`config.mk`:
```
export PLATFORM = sky130hd
export DESIGN_NAME = if_stage_flat
export DESIGN_NICKNAME = d
export VERILOG_FILES = /design/src/rtl/if_stage_pkg.sv /design/src/rtl/if_stage_if.sv /design/src/rtl/if_stage_static_bp.sv /design/src/rtl/if_stage.sv /design/src/flat_wrapper.sv
export SDC_FILE = /design/constraint.sdc
export NUM_CORES = 1
export LEC_CHECK = 0
export ABC_AREA = 1
export BUFFER_PORTS_ARGS = -buffer_cell sky130_fd_sc_hd__clkbuf_2
export CAP_MARGIN = 15
export CORE_MARGIN = 5
export CORE_UTILIZATION = 56
export DETAILED_ROUTE_END_ITERATION = 6
export GPL_TIMING_DRIVEN = 0
export PLACE_DENSITY = 0.95
export SLEW_MARGIN = 0
export SYNTH_ARGS = -nofsm -noshare
export SYNTH_HDL_FRONTEND = slang
export SYNTH_HIERARCHICAL = 1
export SYNTH_SLANG_ARGS = --single-unit
```
`constraint.sdc`:
```
create_clock -name clk -period 6.3 [get_ports clk]
set_input_delay 0.315 -clock clk [delete_from_list [all_inputs] [get_ports clk]]
set_output_delay 0.315 -clock clk [all_outputs]
set_load 0.03 [all_outputs]
```
`src/rtl/if_stage_pkg.sv`:
```
// Shared definitions for the instruction-fetch stage.
// Holds the bus widths, the RISC-V opcodes the static predictor looks at,
// the fetch FSM state encoding and the default reset PC.
package if_stage_pkg;

   localparam int unsigned BUS_WIDTH  = 32;
   localparam int unsigned DATA_WIDTH = 32;

   localparam logic [31:0] DEFAULT_RESET_PC = 32'h0000_0000;

   localparam logic [6:0] OPCODE_JAL    = 7'b1101111;
   localparam logic [6:0] OPCODE_BRANCH = 7'b1100011;

   typedef enum logic [1:0] {
      IF_BOOT = 2'd0,
      IF_RUN  = 2'd1,
      IF_HOLD = 2'd2
   } if_state_e;

endpackage

```
`src/rtl/if_stage_if.sv`:
```
// Bundle of the fetch stage's bus signals: execute redirect, IF/ID handshake,
// instruction-memory request/response and the presented instruction.
// The master modport is the fetch stage's view; slave is its environment.
interface if_stage_if #(
   parameter int unsigned BUS_WIDTH  = if_stage_pkg::BUS_WIDTH,
   parameter int unsigned DATA_WIDTH = if_stage_pkg::DATA_WIDTH
);

   logic                  redirect_valid;
   logic [BUS_WIDTH-1:0]  redirect_pc;
   logic                  allow_in_id;
   logic                  imem_req;
   logic [BUS_WIDTH-1:0]  imem_addr;
   logic [DATA_WIDTH-1:0] imem_rdata;
   logic                  valid_if;
   logic                  ready_go_if;
   logic [BUS_WIDTH-1:0]  pc_if;
   logic [DATA_WIDTH-1:0] instruction_if;
   logic                  bp_taken_if;
   logic [BUS_WIDTH-1:0]  pre_taken_target_if;

   modport master (
      input  redirect_valid,
      input  redirect_pc,
      input  allow_in_id,
      input  imem_rdata,
      output imem_req,
      output imem_addr,
      output valid_if,
      output ready_go_if,
      output pc_if,
      output instruction_if,
      output bp_taken_if,
      output pre_taken_target_if
   );

   modport slave (
      output redirect_valid,
      output redirect_pc,
      output allow_in_id,
      output imem_rdata,
      input  imem_req,
      input  imem_addr,
      input  valid_if,
      input  ready_go_if,
      input  pc_if,
      input  instruction_if,
      input  bp_taken_if,
      input  pre_taken_target_if
   );

endinterface

```
`src/rtl/if_stage_static_bp.sv`:
```
// static_bp: combinational predecoder used when STATIC_BP_EN is defined.
// JAL is always predicted taken; conditional branches are predicted taken
// only when their offset is negative (backward loops). Everything else
// falls through to pc+4.
module static_bp #(
   parameter int unsigned BUS_WIDTH  = if_stage_pkg::BUS_WIDTH,
   parameter int unsigned DATA_WIDTH = if_stage_pkg::DATA_WIDTH
) (
   input  logic [BUS_WIDTH-1:0]  pc_i,
   input  logic [DATA_WIDTH-1:0] instr_i,
   output logic                  taken_o,
   output logic [BUS_WIDTH-1:0]  target_o
);
   import if_stage_pkg::*;

   logic [BUS_WIDTH-1:0] j_imm;
   logic [BUS_WIDTH-1:0] b_imm;

   assign j_imm = {{(BUS_WIDTH-20){instr_i[31]}}, instr_i[19:12], instr_i[20],
                   instr_i[30:21], 1'b0};
   assign b_imm = {{(BUS_WIDTH-12){instr_i[31]}}, instr_i[7], instr_i[30:25],
                   instr_i[11:8], 1'b0};

   // Classify the opcode and pick the predicted next PC.
   always_comb begin
      taken_o  = 1'b0;
      target_o = pc_i + BUS_WIDTH'(4);
      if (instr_i[6:0] == OPCODE_JAL) begin
         taken_o  = 1'b1;
         target_o = pc_i + j_imm;
      end else if ((instr_i[6:0] == OPCODE_BRANCH) && instr_i[31]) begin
         taken_o  = 1'b1;
         target_o = pc_i + b_imm;
      end
   end

endmodule

```
`src/rtl/if_stage.sv`:
```
// if_stage: instruction-fetch stage.
// Sequences fetch addresses into a single-cycle synchronous instruction
// memory and presents the response to IF/ID with a valid/ready_go/allow_in
// handshake. One fetch may be in flight and one instruction may sit in the
// skid buffer, so a stall from decode never loses a response.
// Optional feature: define STATIC_BP_EN to predict JAL and backward
// branches taken; otherwise fetch is purely sequential between redirects.
module if_stage #(
   parameter int unsigned          BUS_WIDTH  = if_stage_pkg::BUS_WIDTH,
   parameter int unsigned          DATA_WIDTH = if_stage_pkg::DATA_WIDTH,
   parameter logic [BUS_WIDTH-1:0] RESET_PC   = if_stage_pkg::DEFAULT_RESET_PC
) (
   input logic        clk,
   input logic        rst_n,
   if_stage_if.master fetch_io
);
   import if_stage_pkg::*;

   localparam logic [BUS_WIDTH-1:0] WORD_MASK = ~BUS_WIDTH'(3);

   if_stage_pkg::if_state_e state_q, state_d;

   logic [BUS_WIDTH-1:0]  inflight_pc_q;
   logic [BUS_WIDTH-1:0]  buf_pc_q, buf_pc_d;
   logic [DATA_WIDTH-1:0] buf_instr_q, buf_instr_d;
   logic                  buf_valid_q, buf_valid_d;

   logic [BUS_WIDTH-1:0]  pres_pc;
   logic [DATA_WIDTH-1:0] pres_instr;
   logic                  pres_valid;
   logic                  pred_taken;
   logic [BUS_WIDTH-1:0]  pred_target;
   logic [BUS_WIDTH-1:0]  next_pc;
   logic                  fetch_req;
   logic [BUS_WIDTH-1:0]  fetch_addr;

   // Select what is shown to decode: the live response in RUN, the skid
   // buffer in HOLD, nothing meaningful in BOOT.
   always_comb begin
      pres_pc    = '0;
      pres_instr = '0;
      case (state_q)
         IF_RUN: begin
            pres_pc    = inflight_pc_q;
            pres_instr = fetch_io.imem_rdata;
         end
         IF_HOLD: begin
            pres_pc    = buf_pc_q;
            pres_instr = buf_instr_q;
         end
         default: begin
            pres_pc    = '0;
            pres_instr = '0;
         end
      endcase
   end

`ifdef STATIC_BP_EN
   static_bp #(
      .BUS_WIDTH  (BUS_WIDTH),
      .DATA_WIDTH (DATA_WIDTH)
   ) u_static_bp (
      .pc_i     (pres_pc),
      .instr_i  (pres_instr),
      .taken_o  (pred_taken),
      .target_o (pred_target)
   );
`else
   assign pred_taken  = 1'b0;
   assign pred_target = pres_pc + BUS_WIDTH'(4);
`endif

   assign next_pc = pred_taken ? pred_target : (pres_pc + BUS_WIDTH'(4));

   // Next-state, fetch request and skid-buffer capture; redirect overrides
   // every state and discards both the in-flight response and the buffer.
   always_comb begin
      state_d     = state_q;
      fetch_req   = 1'b0;
      fetch_addr  = '0;
      pres_valid  = 1'b0;
      buf_valid_d = buf_valid_q;
      buf_pc_d    = buf_pc_q;
      buf_instr_d = buf_instr_q;
      if (!rst_n) begin
         state_d     = IF_BOOT;
         buf_valid_d = 1'b0;
      end else if (fetch_io.redirect_valid) begin
         fetch_req   = 1'b1;
         fetch_addr  = fetch_io.redirect_pc & WORD_MASK;
         buf_valid_d = 1'b0;
         state_d     = IF_RUN;
      end else begin
         case (state_q)
            IF_BOOT: begin
               fetch_req  = 1'b1;
               fetch_addr = RESET_PC & WORD_MASK;
               state_d    = IF_RUN;
            end
            IF_RUN: begin
               pres_valid = 1'b1;
               if (fetch_io.allow_in_id) begin
                  fetch_req  = 1'b1;
                  fetch_addr = next_pc & WORD_MASK;
               end else begin
                  buf_valid_d = 1'b1;
                  buf_pc_d    = pres_pc;
                  buf_instr_d = pres_instr;
                  state_d     = IF_HOLD;
               end
            end
            IF_HOLD: begin
               pres_valid = buf_valid_q;
               if (fetch_io.allow_in_id) begin
                  fetch_req   = 1'b1;
                  fetch_addr  = next_pc & WORD_MASK;
                  buf_valid_d = 1'b0;
                  state_d     = IF_RUN;
               end
            end
            default: begin
               state_d = IF_BOOT;
            end
         endcase
      end
   end

   // State, in-flight PC and skid-buffer registers with synchronous reset.
   always_ff @(posedge clk) begin
      if (!rst_n) begin
         state_q       <= IF_BOOT;
         inflight_pc_q <= '0;
         buf_valid_q   <= 1'b0;
         buf_pc_q      <= '0;
         buf_instr_q   <= '0;
      end else begin
         state_q     <= state_d;
         buf_valid_q <= buf_valid_d;
         buf_pc_q    <= buf_pc_d;
         buf_instr_q <= buf_instr_d;
         if (fetch_req) begin
            inflight_pc_q <= fetch_addr;
         end
      end
   end

   assign fetch_io.imem_req            = fetch_req;
   assign fetch_io.imem_addr           = fetch_addr;
   assign fetch_io.valid_if            = pres_valid;
   assign fetch_io.ready_go_if         = 1'b1;
   assign fetch_io.pc_if               = rst_n ? pres_pc : '0;
   assign fetch_io.instruction_if      = rst_n ? pres_instr : '0;
   assign fetch_io.bp_taken_if         = rst_n ? pred_taken : 1'b0;
   assign fetch_io.pre_taken_target_if = rst_n ? pred_target : '0;

endmodule

```
`src/flat_wrapper.sv`:
```
// flat-port wrapper written by rule: the top's interface ports become plain ports
module if_stage_flat import if_stage_pkg::*;
#(
   parameter int unsigned          BUS_WIDTH  = if_stage_pkg::BUS_WIDTH,
   parameter int unsigned          DATA_WIDTH = if_stage_pkg::DATA_WIDTH,
   parameter logic [BUS_WIDTH-1:0] RESET_PC   = if_stage_pkg::DEFAULT_RESET_PC
)
  (clk, rst_n, fetch_io_redirect_valid, fetch_io_redirect_pc, fetch_io_allow_in_id, fetch_io_imem_rdata, fetch_io_imem_req, fetch_io_imem_addr, fetch_io_valid_if, fetch_io_ready_go_if, fetch_io_pc_if, fetch_io_instruction_if, fetch_io_bp_taken_if, fetch_io_pre_taken_target_if);
  if_stage_if #(.BUS_WIDTH(BUS_WIDTH), .DATA_WIDTH(DATA_WIDTH)) fetch_io_i ();
  input logic clk;
  input logic rst_n;
  input wire logic [$bits(fetch_io_i.redirect_valid)-1:0] fetch_io_redirect_valid;
  input wire logic [$bits(fetch_io_i.redirect_pc)-1:0] fetch_io_redirect_pc;
  input wire logic [$bits(fetch_io_i.allow_in_id)-1:0] fetch_io_allow_in_id;
  input wire logic [$bits(fetch_io_i.imem_rdata)-1:0] fetch_io_imem_rdata;
  output wire logic [$bits(fetch_io_i.imem_req)-1:0] fetch_io_imem_req;
  output wire logic [$bits(fetch_io_i.imem_addr)-1:0] fetch_io_imem_addr;
  output wire logic [$bits(fetch_io_i.valid_if)-1:0] fetch_io_valid_if;
  output wire logic [$bits(fetch_io_i.ready_go_if)-1:0] fetch_io_ready_go_if;
  output wire logic [$bits(fetch_io_i.pc_if)-1:0] fetch_io_pc_if;
  output wire logic [$bits(fetch_io_i.instruction_if)-1:0] fetch_io_instruction_if;
  output wire logic [$bits(fetch_io_i.bp_taken_if)-1:0] fetch_io_bp_taken_if;
  output wire logic [$bits(fetch_io_i.pre_taken_target_if)-1:0] fetch_io_pre_taken_target_if;
  assign fetch_io_i.redirect_valid = fetch_io_redirect_valid;
  assign fetch_io_i.redirect_pc = fetch_io_redirect_pc;
  assign fetch_io_i.allow_in_id = fetch_io_allow_in_id;
  assign fetch_io_i.imem_rdata = fetch_io_imem_rdata;
  assign fetch_io_imem_req = fetch_io_i.imem_req;
  assign fetch_io_imem_addr = fetch_io_i.imem_addr;
  assign fetch_io_valid_if = fetch_io_i.valid_if;
  assign fetch_io_ready_go_if = fetch_io_i.ready_go_if;
  assign fetch_io_pc_if = fetch_io_i.pc_if;
  assign fetch_io_instruction_if = fetch_io_i.instruction_if;
  assign fetch_io_bp_taken_if = fetch_io_i.bp_taken_if;
  assign fetch_io_pre_taken_target_if = fetch_io_i.pre_taken_target_if;
  if_stage #(.BUS_WIDTH(BUS_WIDTH), .DATA_WIDTH(DATA_WIDTH), .RESET_PC(RESET_PC)) u_core (.clk(clk), .rst_n(rst_n), .fetch_io(fetch_io_i));
endmodule
```
* Yosys cells after proc, flatten, opt, wreduce, memory -nomap -nowiden
Cells that the tools add are included.
** Word-level totals
- Register bits after elaboration :: 99
- Input port bits :: 68
- Output and inout port bits :: 132
** Operators by class
- $add $sub $neg :: 1
- Equal/unequal tests :: 6
- Muxes and demuxes :: 23
- Bitwise gates (word level) :: 3
- Reduce and logical (&&, ||, !) cells :: 8
** Operators with widths (number)
- two-way mux 32 bit :: 7
- one-hot mux 32 bit (2 select lines) :: 2
- adder 32 x 3 -> 32 bit (second input constant) :: 1
- two-way mux 1 bit :: 8
- != test 3 bit (second input constant) :: 2
- one-hot mux 1 bit (2 select lines) :: 3
- one-hot mux 2 bit (3 select lines) :: 1
- AND reduction 3 bit :: 2
- two-way mux 2 bit :: 2
- != test 2 bit (second input constant) :: 2
- AND reduction 2 bit :: 2
- OR reduction 2 bit :: 2
- NOT 1 bit :: 3
- == test 2 x 1 -> 1 bit (second input constant) :: 1
- == test 2 bit (second input constant) :: 1
- logical NOT 2 bit :: 1
- nonzero test 2 bit :: 1

* Logic depth before layout (Yosys ltp)
Gate-level depths: netlist (run 1).
- Depth in word-level cells :: 7
- Depth in mapped cells :: 19

* Least setup slack after synthesis (run 1)
OpenSTA, ideal clock, no wires.
- Path type :: reg-to-output
- Start :: register u_core.state_q[0]
- End :: output port fetch_io_imem_addr[14]
- Arrival :: 2887 ps
- Slack :: 3098 ps
- Cell stages (with the launch flop) :: 16
- Path buffers :: 2
- Cell sequence :: dfxtp_1 > inv_1 > ha_1 > buf_4 > buf_2 > inv_1 > nor2_1 > ha_1 > nand2_1 > nor2_4 > nand3_4 > o21ai_1 > nand2_1 > nor2_1 > nand2_1 > nand2_1
** Between the ends
- Word-level cells in the longest chain between the ends :: 7
- Elaborated cells between the ends (all ways) :: 9
- Those cells by class :: add/sub (1); eq/ne (2); mux (5); reduce/logical (1)
** Ends and longest elaborated chain
- start: declaration :: line if_stage.sv:21 : if_stage_pkg::if_state_e state_q, state_d;
- start signal: assignment :: line if_stage.sv:137 : state_q <= state_d;
- == test 2 bit or == test 2 x 1 -> 1 bit (tied branches) :: line if_stage.sv:42 : case (state_q)
- one-hot mux 32 bit (2 select lines) * :: line if_stage.sv:42
- named net u_core.pres_pc[2] :: line if_stage.sv:28 : logic [BUS_WIDTH-1:0] pres_pc;
- adder 32 x 3 -> 32 bit * :: line if_stage.sv:73 : assign next_pc = pred_taken ? pred_target : (pres_pc + BUS_WIDTH'(4));
- two-way mux 32 bit * :: line if_stage.sv:102, if_stage.sv:114
- two-way mux 32 bit *
- two-way mux 32 bit * :: line if_stage.sv:88 : end else if (fetch_io.redirect_valid) begin
- two-way mux 32 bit * :: line if_stage.sv:85 : if (!rst_n) begin
- end: declaration :: line flat_wrapper.sv:17 : output wire logic [$bits(fetch_io_i.imem_addr)-1:0] fetch_io_imem_addr;
The timed path passes the listed nets; every way through them passes the cells marked *.

* Worst setup path after layout (run 1)
- Start :: register u_core.state_q[0]
- End :: output port fetch_io_imem_addr[22]
The elaborated chain is that of the path after synthesis.

==> results of run 1 <==
[sequential cells by signal, summed over array words and instances (netlist names)]
name                  flops
u_core/state_q            2
u_core/buf_valid_q        1
u_core/buf_instr_q       32
u_core/buf_pc_q          32
u_core/inflight_pc_q     30
[layout make-up]
| type | instances | area, um2 |
|---|---|---|
| Multi-Input combinational cell | 762 | 3583 |
| Fill cell | 952 | 3338 |
| Sequential cell | 97 | 1942 |
| Timing Repair Buffer | 192 | 960.9 |
| Buffer | 71 | 350.3 |
| Inverter | 70 | 262.8 |
| Tap cell | 140 | 175.2 |
| Clock buffer | 11 | 141.4 |
| Clock inverter | 5 | 38.79 |
[tightest hold or removal path: stages]
cell	delay, ps
clkbuf_2	80
nand2_1	40
nand2_1	70
nand2_1	50
nand2_1	40
[through the flow]
| step | cell area, um2 | hold slack, ps | total power [W] | instances | utilization [%] |
|---|---|---|---|---|---|
| after floorplan | 6138 | 425.7 | 0.0008793 | 1000 | - |
| after global placement | 7274 | 436.8 | 0.0009773 | 1332 | 67.40 |
| after detailed placement | 7274 | 438.5 | 0.0009850 | 1332 | 67.40 |
| after CTS | 7455 | 250.4 | 0.001362 | 1348 | 69.07 |
| after global routing | 7455 | 274.1 | 0.001429 | 1348 | 69.07 |
| final | 7455 | 251.4 | 0.001370 | 1348 | 69.07 |
[power groups by stage]
stage          sequential [W]  combinational, W  clock, W
6_report             0.000661          0.000317  0.000392
5_1_grt              0.000664          0.000344  0.000420
4_1_cts              0.000660          0.000312  0.000390
3_5_place_dp         0.000674          0.000311         0
3_3_place_gp         0.000673          0.000305         0
2_1_floorplan        0.000669          0.000210         0
[path summary, 6_finish.rpt]
check	to	slack, ps	from
max reg2reg	u_core/inflight_pc_q[20]$_SDFFE_PN0P_	2980	u_core/state_q[0]$_SDFFE_PN0P_
max	fetch_io_imem_addr[22]	2230	u_core/state_q[0]$_SDFFE_PN0P_
min reg2reg	u_core/inflight_pc_q[7]$_SDFFE_PN0P_	460	u_core/inflight_pc_q[7]$_SDFFE_PN0P_
min	u_core/inflight_pc_q[15]$_SDFFE_PN0P_	250	fetch_io_redirect_pc[15]
[logic make-up (layout without fill, tap and decap cells)]
logic type,Yosys count,in the layout,share of synthesized area (%)
other cells,2,4,0.1225
buf+inv,141,349,10.00
fa+ha+maj,6,6,1.224
compound gates,201,201,19.16
xor+xnor,6,6,0.8571
simple gates,545,545,36.96
flops,97,97,31.67
[placed cells by master, fill, tap and decap left out, drive strengths merged, types with 6 or more instances in the layout]
master	Yosys	layout
a21oi	71	71
a22o	38	38
buf	43	43
clkbuf	28	231
dfxtp	97	97
ha	6	6
inv	69	70
nand2	345	345
nand3	47	47
nand4	9	9
nor2	135	135
o21ai	83	83
[Yosys cell counts (3+ instances only)]
cell,count
dfxtp_1,97
buf_6,3
o21ai_0,76
nand3b_1,4
ha_1,6
buf_2,19
nand4_1,9
nand3_1,43
buf_1,11
buf_4,10
a22o_1,38
a21oi_1,71
nor2_1,117
o21ai_1,6
nand2_2,4
inv_1,67
clkbuf_1,28
nor2_2,14
o21bai_1,3
xor2_1,4
nor2_4,4
nand2_1,341
[metal layers]
metal	global-route usage (%)	part of all wire, %	vias to the layer above
met1	39.42	38	3388
met2	54.21	47	519
met3	6.237	11	82
li1	-	-	3628
met5	0	0	-
met4	16.31	4.7	0
==> results.md, run 1 <==
- Largest net degree at the start of global routing: 17
- Nets: 1,277
- Switching Share: 34.77%
- Max Slew Vio Count: 0
- Max_cap viols: 0
- Final setup violation count: 0
- CP Launch Type: register
- Logic pwr share: 23.1%
- Fmax: 245.4 MHz
- Power per cell area: 183.8 nW/um2
- Share of cells above drive strength 1: 22.35%
- Clock transition at path regs: 100 ps
- Port buffer count: 192
- Status: completed
- Cells after Synth: 998
- Hold Vio Cnt, Final: 0
- P_sw: 0.0004765 W
- Setup Skew: 14.62 ps
- Synth top area share: 31.67%
- TritonCTS clock tree: built
- Root Driver: clkbuf_8
- TritonCTS buffer count: 9
- Gr ovfl total: 0
- Sum Neg Setup Slack: 0 ps
- Kind of critical path: reg2out
- Slack of the critical path: 2226 ps
- Cts hold-fix bufs: 0
- Netlist cell types: 38
- Starting Density: 56.81%
- 1st-iter DRT viols: 796
- First-pass DRT Iterations: 6
- Sequential power share: 48.2%
- Die height: 114.6 um
- Most used cell, CP: nand2_1
- Crit path max-delay family: simple AND/OR/NAND/NOR gates
- CTS H-tree lvls: 3
- CP max stage cell: dfxtp_1
- Post-Syn Area: 6131 um2
- Largest cells by area after synthesis: dfxtp_1 32%, nand2_1 21%, nor2_1 7.2%, o21ai_0 6.2%, a21oi_1 5.8%
- Worst Tran Pin Value: 688.9 ps
- Post-synth EDFFs: 0
- Syn Area/Cell: 6.143 um2
- Period minus WS final: 4074 ps
- Critical Path AT: 3760 ps
- P_int: 0.0008938 W
- Worst slew margin: 54.07%
- Die Wd: 114.6 um
- CP peak stage delay: 430 ps
- Post-route ant nets: 0
- RSZ-0062 raised after global routing: no
- Critical path depth: 16
- Register area share after synthesis: 31.67%
- Die area: 13,140 um2
- DP HPWL: 16.37 mm
- GRT Util Overall: 32.36%
- Crit-path max FO: 10
- Seq cells post-synth: 97
- R2R depth: 17
- Routed WL: 21.46 mm
- Area leader, netlist: dfxtp_1
- Via/cell ratio: 5.651
- Worst hold path class: in2reg
- CP bufs+invs: 5
- Placer Congestion: 1.019
- Leak: 3.935 nW
- Pre-CTS setup slack: 2741 ps
- Drt drc: 0
- # clock sinks: 97
- Count of yosys warnings during synthesis: 6
- Prevailing post-synth register cell: dfxtp_1
- Area grow syn2layout: 21.59%
- Peak VDD IR: 0.1235 mV
- Antenna diodes: 0
- Crit-path cells: inv_1 > ha_1 > buf_4 > buf_2 > inv_1 > nor2_1 > ha_1 > nand2_1 > nor2_4 > nand3_4 > nor2_2 > nand3_1 > nand2_1 > nand2_1 > a21oi_1 > clkbuf_2
- Hold path depth: 5
- Core area: 10,790 um2
- Required @ worst endpoint: 5980 ps
- Global-route wire length before repair: 34.28 mm
- Via count: 7,617
- Post-CTS Setup Bufs: 0
- Vias in the first global route: 7,192
- # rows: 38
- CTS resizes: 0
- Final period util: 64.67%
- Routed wire length per instance: 15.92 um
- Clock latency on the worst-skew pair: 370 ps
- Worst-case clock buffer depth: 2
- Crit end category: output port
- FFs w/ async S/R, synth: 0%
- # IOs: 200
- Clk network pwr share: 28.6%
- Initial antenna violation count: 0
Note: power is estimated with default switching activity, not from simulation.
==> run 2, diff against run 1 <==
--- a/config.mk
+++ b/config.mk
@@ -5,14 +5,14 @@
 export SDC_FILE = /design/constraint.sdc
 export NUM_CORES = 1
 export LEC_CHECK = 0
-export ABC_AREA = 1
+export ABC_AREA = 0
 export BUFFER_PORTS_ARGS = -buffer_cell sky130_fd_sc_hd__clkbuf_2
 export CAP_MARGIN = 15
 export CORE_MARGIN = 5
-export CORE_UTILIZATION = 56
+export CORE_UTILIZATION = 51
 export DETAILED_ROUTE_END_ITERATION = 6
 export GPL_TIMING_DRIVEN = 0
-export PLACE_DENSITY = 0.95
+export PLACE_DENSITY = 0.91
 export SLEW_MARGIN = 0
 export SYNTH_ARGS = -nofsm -noshare
 export SYNTH_HDL_FRONTEND = slang
==> constraint.sdc (replaced) <==
create_clock -name clk -period 4.05 [get_ports clk]
set_input_delay 0.2025 -clock clk [delete_from_list [all_inputs] [get_ports clk]]
set_output_delay 0.2025 -clock clk [all_outputs]
set_load 0.03 [all_outputs]
==> run 2 against run 1 <==
Against the previous run: final cell count fell by 17%; global-route usage fell by 1.4 points; count of clock-buffer cells in the layout fell by 1; die area rose by 3.9%; first-iteration DRC count fell by 2.3%; critical path type unchanged; cell area fell by 0.57%; via count fell by 9.9%; largest cell class unchanged.
==> results.md, run 2 <==
- Status: completed
- Antenna diodes: 0 (unchanged)
- Area grow syn2layout: 27.34%
- M1 GR Usage: 40.47% (+1.0 points)
- FFs w/ async S/R, synth: 0% (unchanged)
- Count of yosys warnings during synthesis: 6 (unchanged)
- Final setup violation count: 0 (unchanged)
- TritonCTS clock tree: built
- Post-Syn Area: 5821 um2 (-5.1%)
- P_sw: 0.0007509 W (+58%)
- Largest net degree at the start of global routing: 19 (+2)
- Die height: 116.8 um (+1.9%)
- Busiest grt layer: met2
- Peak VDD IR: 0.2280 mV (+85%)
- 1st-iter DRT viols: 778 (-2.3%)
- Via count: 6,864 (-9.9%)
- Most instantiated library cell after synthesis: nor2_1
- Core area: 11,320 um2 (+4.9%)
- Port buffer count: 193 (+0.52%)
- Routed WL: 21.50 mm (+0.20%)
- Period minus WS final: 3872 ps
- Sequential power share: 42.8% (-5.4 points)
- Met2 Usage GRT: 49.56% (-4.6 points)
- Cts hold-fix bufs: 0 (unchanged)
- Kind of critical path: reg2out
- TritonCTS buffer count: 9 (unchanged)
- Routed wire length per instance: 19.15 um (+20%)
- Crit end category: output port
- Setup Skew: 9.259 ps (-5.364 ps)
- Register area share after synthesis: 33.36% (+1.7 points)
- Placer Congestion: 1.007 (-1.2%)
- Worst-case clock buffer depth: 2 (unchanged)
- Netlist cell types: 55 (+45%)
- Fill cells: 997 (+4.7%)
- Seq cells post-synth: 97 (unchanged)
- Most frequent cells in the layout: 190 x clkbuf_2, 150 x nor2_1, 96 x dfxtp_1
- Power Total: 0.002317 W (+69%)
- Via/cell ratio: 6.112 (+8.2%)
- Commonest cells post-synth: 150 x nor2_1, 97 x dfxtp_1, 69 x nand2_1
- Clock transition at path regs: 70 ps (-30 ps)
- Fmax: 258.2 MHz
- DP HPWL: 15.78 mm (-3.6%)
- Worst Tran Pin Value: 998.9 ps (+310.0 ps)
- Logic pwr share: 20.3% (-2.8 points)
- Area leader, netlist: dfxtp_1
- Regs by FF count: u_core/buf_instr_q x32, u_core/buf_pc_q x32, u_core/inflight_pc_q x30
- Max Slew Vio Count: 0 (unchanged)
- Post-synth EDFFs: 0 (unchanged)
- Nets: 1,049 (-18%)
- Hold path depth: 3 (-2)
- Gr ovfl total: 0 (unchanged)
- Leak: 3.292 nW (-16%)
- Prevailing post-synth register cell: dfxtp_1
- Share of cells above drive strength 1: 26.43% (+4.1 points)
- RSZ-0062 raised after global routing: no
- Synth top area share: 33.36% (+1.7 points)
- CTS H-tree lvls: 3 (unchanged)
- GRT Util Overall: 30.99% (-1.4 points)
- Switching Share: 32.41% (-2.4 points)
- P_int: 0.001566 W (+75%)
- Drt drc: 0 (unchanged)
- Worst slew margin: 33.16% (-21 points)
- Global-route wire length before repair: 33.22 mm (-3.1%)
- Hold Vio Cnt, Final: 0 (unchanged)
- Area post-placement: 6973 um2 (-4.1%)
- R2R depth: 14 (-3)
- Die area: 13,650 um2 (+3.9%)
- Initial antenna violation count: 0 (unchanged)
- Required @ worst endpoint: 3850 ps (-2130 ps)
- Vias in the first global route: 6,551 (-8.9%)
- CP Launch Type: register
- Max_cap viols: 0 (unchanged)
- Worst hold path class: in2reg
- Critical Path AT: 3670 ps (-90 ps)
- Post-route ant nets: 0 (unchanged)
- Clock latency on the worst-skew pair: 350 ps (-20 ps)
- Starting Density: 51.41% (-5.4 points)
- Final period util: 95.61%
- Power per cell area: 312.6 nW/um2 (+70%)
- Final instance area: 7412 um2 (-0.57%)
- Cells after Synth: 767 (-23%)
- Root Driver: clkbuf_16
- # rows: 39 (+2.6%)
- Largest cells by area after synthesis: dfxtp_1 33%, nor2_1 9.7%, a22oi_1 5.7%, a22o_1 5.1%, a32oi_1 4.8%
- Met3 Use GR: 6.735% (+0.50 points)
- Die Wd: 116.8 um (+1.9%)
- # clock sinks: 97 (unchanged)
- Commonest non-fill, non-tap cell in the layout: clkbuf_2
- Clk network pwr share: 36.9% (+8.3 points)
- Crit-path max FO: 10 (unchanged)
- Syn Area/Cell: 7.589 um2 (+24%)
- # IOs: 200 (unchanged)
- First-pass DRT Iterations: 6 (unchanged)
[run 2: cells by family after synthesis]
logic type	count (synthesis)	synth area share (%)
compound gates	212	27.39
mux	5	0.9028
simple gates	328	26.14
flops	97	33.36
other cells	2	0.1290
xor+xnor	26	3.912
fa+ha+maj	6	1.290
buf+inv	91	6.879
[run 2: worst paths after layout]
kind                            slack (ps)                                    end                            start
worst min-delay path                   100  u_core/inflight_pc_q[15]$_SDFFE_PN0P_         fetch_io_redirect_pc[15]
worst max register to register         740  u_core/inflight_pc_q[26]$_SDFFE_PN0P_   u_core/state_q[1]$_SDFFE_PP0P_
worst max-delay path                   180                 fetch_io_imem_addr[31]   u_core/state_q[1]$_SDFFE_PP0P_
worst min register to register         440        u_core/buf_pc_q[0]$_SDFFE_PN0P_  u_core/buf_pc_q[0]$_SDFFE_PN0P_
[run 2: worst max-delay path, cell delays in order, from the launching register on]
cell and delay (ps):
dfxtp_1 380, inv_2 90, ha_4 290, buf_6 150
buf_6 160, nand2_1 330, nor3_2 430, clkbuf_1 600
clkbuf_1 490, a21o_1 190, clkbuf_2 210
[run 2: final cells by class]
cell class / instances / area, um2 / area share [%]
clock inverter: 6 / 57.56 / 0.7765
timing repair buffer: 197 / 1003 / 13.54
tap: 143 / 178.9 / 2.414
multi-input combinational: 581 / 3576 / 48.24
inverter: 17 / 63.81 / 0.8609
buffer: 72 / 350.3 / 4.727
clock buffer: 10 / 239.0 / 3.224
sequential: 97 / 1943 / 26.22
[run 2: what timing repair did]
action | 4_1_cts | 5_1_grt
setup buffers | 3 | 1
resized for setup | 27 | 5
pin swaps | 2 | 2
setup endpoints to repair | 53 | 23
[run 2: power by group through the flow]
| stage | Combinational (W) | Clock [W] | Sequential [W] |
|---|---|---|---|
| after floorplan | 0.000289 | 0 | 0.00101 |
| after global placement | 0.000443 | 0 | 0.00101 |
| after detailed placement | 0.000448 | 0 | 0.00101 |
| after CTS | 0.000467 | 0.000861 | 0.000990 |
| after global routing | 0.000503 | 0.000894 | 0.000993 |
| final | 0.000470 | 0.000856 | 0.000991 |
[run 2: per-stage QoR]
stage	std cells	util, %	setup slack, ps	setup TNS, ps	hold slack, ps
finish	1123	65.47	177.8	0	103.9
global route	1123	65.47	59.14	0	130.0
CTS	1124	65.37	12.78	0	96.12
detailed placement	1105	61.59	-1129	-31780	436.9
global placement	1105	61.59	-1111	-30940	429.4
floorplan	769	-	43.41	0	343.4
[run 2: layer usage]
layer | share of wire, % | wire length [um] | vias up
li1 | - | - | 3141
met1 | 39 | 8393 | 3174
met2 | 45 | 9774 | 466
met3 | 12 | 2555 | 83
met4 | 3.6 | 779 | 0
met5 | 0 | 0 | -
==> run 3, diff against run 2 <==
--- a/config.mk
+++ b/config.mk
@@ -16,5 +16,4 @@
 export SLEW_MARGIN = 0
 export SYNTH_ARGS = -nofsm -noshare
 export SYNTH_HDL_FRONTEND = slang
-export SYNTH_HIERARCHICAL = 1
 export SYNTH_SLANG_ARGS = --single-unit
==> run 3 against run 2 <==
Against the previous run: die area grew 0.71%; global-route usage grew 1.0 points; sequential share of layout area is essentially flat; clock skew grew 2.4 ps; area after synthesis grew 0.77%; sequential power is essentially flat; fmax shrank 1.3%; worst hold slack lost 22 ps; largest cell class unchanged.
==> results.md, run 3 <==
- Status: completed
- Hold Vio Cnt, Final: 0 (unchanged)
- Clk network pwr share: 37.5% (+0.6 points)
- TritonCTS clock tree: built
- Worst Tran Pin Value: 1089 ps (+90.26 ps)
- Starting Density: 51.59% (+0.18 points)
- CP Launch Type: register
- Max_cap viols: 0 (unchanged)
- Initial antenna violation count: 0 (unchanged)
- Die Wd: 117.2 um (+0.36%)
- Post-synth EDFFs: 0 (unchanged)
- Drt drc: 0 (unchanged)
- # clock sinks: 97 (unchanged)
- Setup Skew: 11.62 ps (+2.364 ps)
- P_int: 0.001604 W (+2.4%)
- Period minus WS final: 3922 ps (+49.68 ps)
- Port buffer count: 193 (unchanged)
- Leak: 3.168 nW (-3.8%)
- Final setup violation count: 0 (unchanged)
- Routed WL: 22.48 mm (+4.5%)
- FF-to-FF Start: u_core.state_q[0]$_SDFFE_PN0P_
- Commonest cells post-synth: 175 x nor2_1, 97 x dfxtp_1, 76 x nand2_1
- Sequential power share: 42.1% (-0.7 points)
- Regs by FF count: u_core.buf_instr_q x32, u_core.buf_pc_q x32, u_core.inflight_pc_q x30
- Clock transition at path regs: 80 ps (about the same)
- Worst hold path class: in2reg
- R2R depth: 15 (+1)
- Global-route wire length before repair: 34.18 mm (+2.9%)
- Register area share after synthesis: 33.11% (-0.26 points)
- R2r endpoint: u_core.inflight_pc_q[20]$_SDFFE_PN0P_
- Via/cell ratio: 6.236 (+2.0%)
- Syn Area/Cell: 7.491 um2 (-1.3%)
- Clock latency on the worst-skew pair: 360 ps (about the same)
- Largest net degree at the start of global routing: 29 (+10)
- Worst slew margin: 26.83% (-6.3 points)
- 1st-iter DRT viols: 1,092 (+40%)
- Synth top area share: 33.11% (-0.26 points)
- Root Driver: clkbuf_16
- Gr ovfl total: 0 (unchanged)
- DP HPWL: 16.55 mm (+4.9%)
- Cells after Synth: 783 (+2.1%)
- Die height: 117.2 um (+0.36%)
- Mux cell area share after synthesis: 0.5333% (-0.37 points)
- Antenna diodes: 0 (unchanged)
- Commonest non-fill, non-tap cell in the layout: clkbuf_2
- Hold path depth: 3 (unchanged)
- Crit end category: output port
- CTS H-tree lvls: 3 (unchanged)
- Netlist cell types: 59 (+7.3%)
- Worst-case clock buffer depth: 2 (unchanged)
- Crit-path max FO: 28 (+18)
- Prevailing post-synth register cell: dfxtp_1
- Fill cells: 978 (-1.9%)
- Largest cells by area after synthesis: dfxtp_1 33%, nor2_1 11%, a22oi_1 6.5%, nand2_1 4.9%, a32oi_1 4.8%
- Power Total: 0.002363 W (+2.0%)
- Final period util: 96.84% (+1.2 points)
- Most instantiated library cell after synthesis: nor2_1
- Main combinational cell family by area after synthesis: simple AND/OR/NAND/NOR gates
- # rows: 39 (unchanged)
- Via count: 7,096 (+3.4%)
- Simple-gate area share of the yosys netlist: 27.73% (+1.6 points)
- Post-synthesis adder-cell area fraction: 1.280% (-0.0099 points)
- Area leader, netlist: dfxtp_1
- Power per cell area: 318.2 nW/um2 (+1.8%)
- R2R setup slack: 720 ps (-20 ps)
- Vias in the first global route: 6,601 (+0.76%)
- Nets: 1,064 (+1.4%)
- Synth Area in Compound Gates: 26.62% (-0.76 points)
- TritonCTS buffer count: 9 (unchanged)
- Post-route ant nets: 0 (unchanged)
- Count of yosys warnings during synthesis: 0 (-6)
- Share of cells above drive strength 1: 26.33% (-0.097 points)
- # IOs: 200 (unchanged)
- Routed wire length per instance: 19.75 um (+3.2%)
- Area grow syn2layout: 26.60%
- Fmax: 255.0 MHz (-1.3%)
- Seq cells post-synth: 97 (unchanged)
- Hold_sp: fetch_io_redirect_pc[14]
- Max Slew Vio Count: 0 (unchanged)
- First-pass DRT Iterations: 7 (+1)
- Switching Share: 32.12% (-0.29 points)
- Most frequent cells in the layout: 192 x clkbuf_2, 175 x nor2_1, 96 x dfxtp_1
- FFs w/ async S/R, synth: 0% (unchanged)
- Peak VDD IR: 0.2826 mV (+24%)
- Die area: 13,750 um2 (+0.71%)
- Sum Neg Setup Slack: 0 ps (unchanged)
- Logic pwr share: 20.5% (+0.2 points)
- Required @ worst endpoint: 3850 ps (about the same)
- WHS Endpoint: u_core.inflight_pc_q[14]$_SDFFE_PN0P_
- GRT Util Overall: 32.02% (+1.0 points)
- Kind of critical path: reg2out
- Placed Instances: 1,122 (+1.5%)
- Core area: 11,370 um2 (+0.43%)
- Final design utilization: 65.31% (-0.16 points)
- P_sw: 0.0007589 W (+1.1%)
- Post-synthesis xor/xnor area fraction: 3.861% (-0.051 points)
- Post-Layout Cell Count: 1,138 (+1.3%)
- Hold slack: 82.33 ps (-21.62 ps)
- Cts hold-fix bufs: 0 (unchanged)
- Placer Congestion: 1.001 (-0.59%)
- Critical Path AT: 3720 ps (+50 ps)
- Post-Syn Area: 5866 um2 (+0.77%)
## run 3: changes by cell type after synthesis, sizes merged, moves of 7 or more
cell | before | now
nor2 | 150 | 176
o211ai | 1 | 10
and3 | 20 | 12
nand2b | 1 | 12
nand2 | 70 | 78
a22oi | 45 | 52
and2 | 30 | 19
a22o | 35 | 26
clkbuf | 51 | 44
nand3 | 21 | 14
## run 3: worst max path at each step
| stage | start | to | slack [ps] | cells past startpoint |
|---|---|---|---|---|
| floorplan | u_core.state_q[1]$_SDFFE_PP0P_ | fetch_io_imem_addr[20] | 20 | 18 |
| global placement | u_core.state_q[0]$_SDFFE_PN0P_ | fetch_io_imem_addr[28] | -710 | 16 |
| detailed placement | u_core.state_q[0]$_SDFFE_PN0P_ | fetch_io_imem_addr[28] | -730 | 16 |
| CTS | u_core.state_q[0]$_SDFFE_PN0P_ | fetch_io_imem_addr[20] | 10 | 16 |
| global route | u_core.state_q[0]$_SDFFE_PN0P_ | fetch_io_imem_addr[20] | -3 | 16 |
| finish | u_core.state_q[0]$_SDFFE_PN0P_ | fetch_io_pre_taken_target_if[20] | 130 | 16 |
## run 3: layout make-up
class / instances / area [um2] / area share, %
buffer: 65 / 321.6 / 4.330
clock buffer: 10 / 229.0 / 3.083
clock inverter: 6 / 66.31 / 0.8930
inverter: 13 / 48.80 / 0.6571
multi-input combinational: 602 / 3580 / 48.21
sequential: 97 / 1943 / 26.17
tap: 143 / 178.9 / 2.409
timing repair buffer: 202 / 1059 / 14.25
## run 3: repair_timing
action                     in CTS  in global routing
setup buffers                   4                  3
setup endpoints to repair      42                 12
cloned                          1                  0
pin swaps                       5                  4
gates resized for setup        23                  6
## run 3: power by group through the flow
stage | registers, W | logic [W] | clock network [W]
2_1_floorplan | 0.00101 | 0.000294 | 0
3_3_place_gp | 0.00101 | 0.000448 | 0
3_5_place_dp | 0.00101 | 0.000453 | 0
4_1_cts | 0.000992 | 0.000478 | 0.000878
5_1_grt | 0.000995 | 0.000513 | 0.000915
6_report | 0.000994 | 0.000484 | 0.000885
## run 3: per-stage QoR
stage                     area [um2]  setup slack [ps]
final                           7426             128.1
after global routing            7426            -3.174
after CTS                       7428             13.00
after detailed placement        7023            -729.0
after global placement          7018            -705.9
after floorplan                 5873             18.30
## run 3: cells by family (layout without fill, tap and decap cells)
kind of cell,Yosys count,count (layout)
compound gates,212,212
other cells,2,4
buf+inv,86,296
fa+ha+maj,6,6
xor+xnor,25,25
flops,97,97
simple gates,352,352
mux,3,3
## run 3: routing by layer
metal	up-vias	wire, um	GRT usage [%]
li1	3207	-	-
met1	3241	8428	40.68
met2	548	10250	49.62
met3	100	2739	8.997
met4	0	1063	16.28
met5	-	0	0
## run 3: critical path, stage by stage, from the launching register on
cell	delay, ps
dfxtp_2	350
inv_1	140
ha_2	270
buf_8	240
nand2_1	100
nand2_1	110
nand2_2	110
inv_2	110
ha_4	160
nand2_1	70
nor4b_2	240
nand3_2	190
or3_4	420
or3_4	400
xnor2_2	150
nor2_1	90
clkbuf_2	210
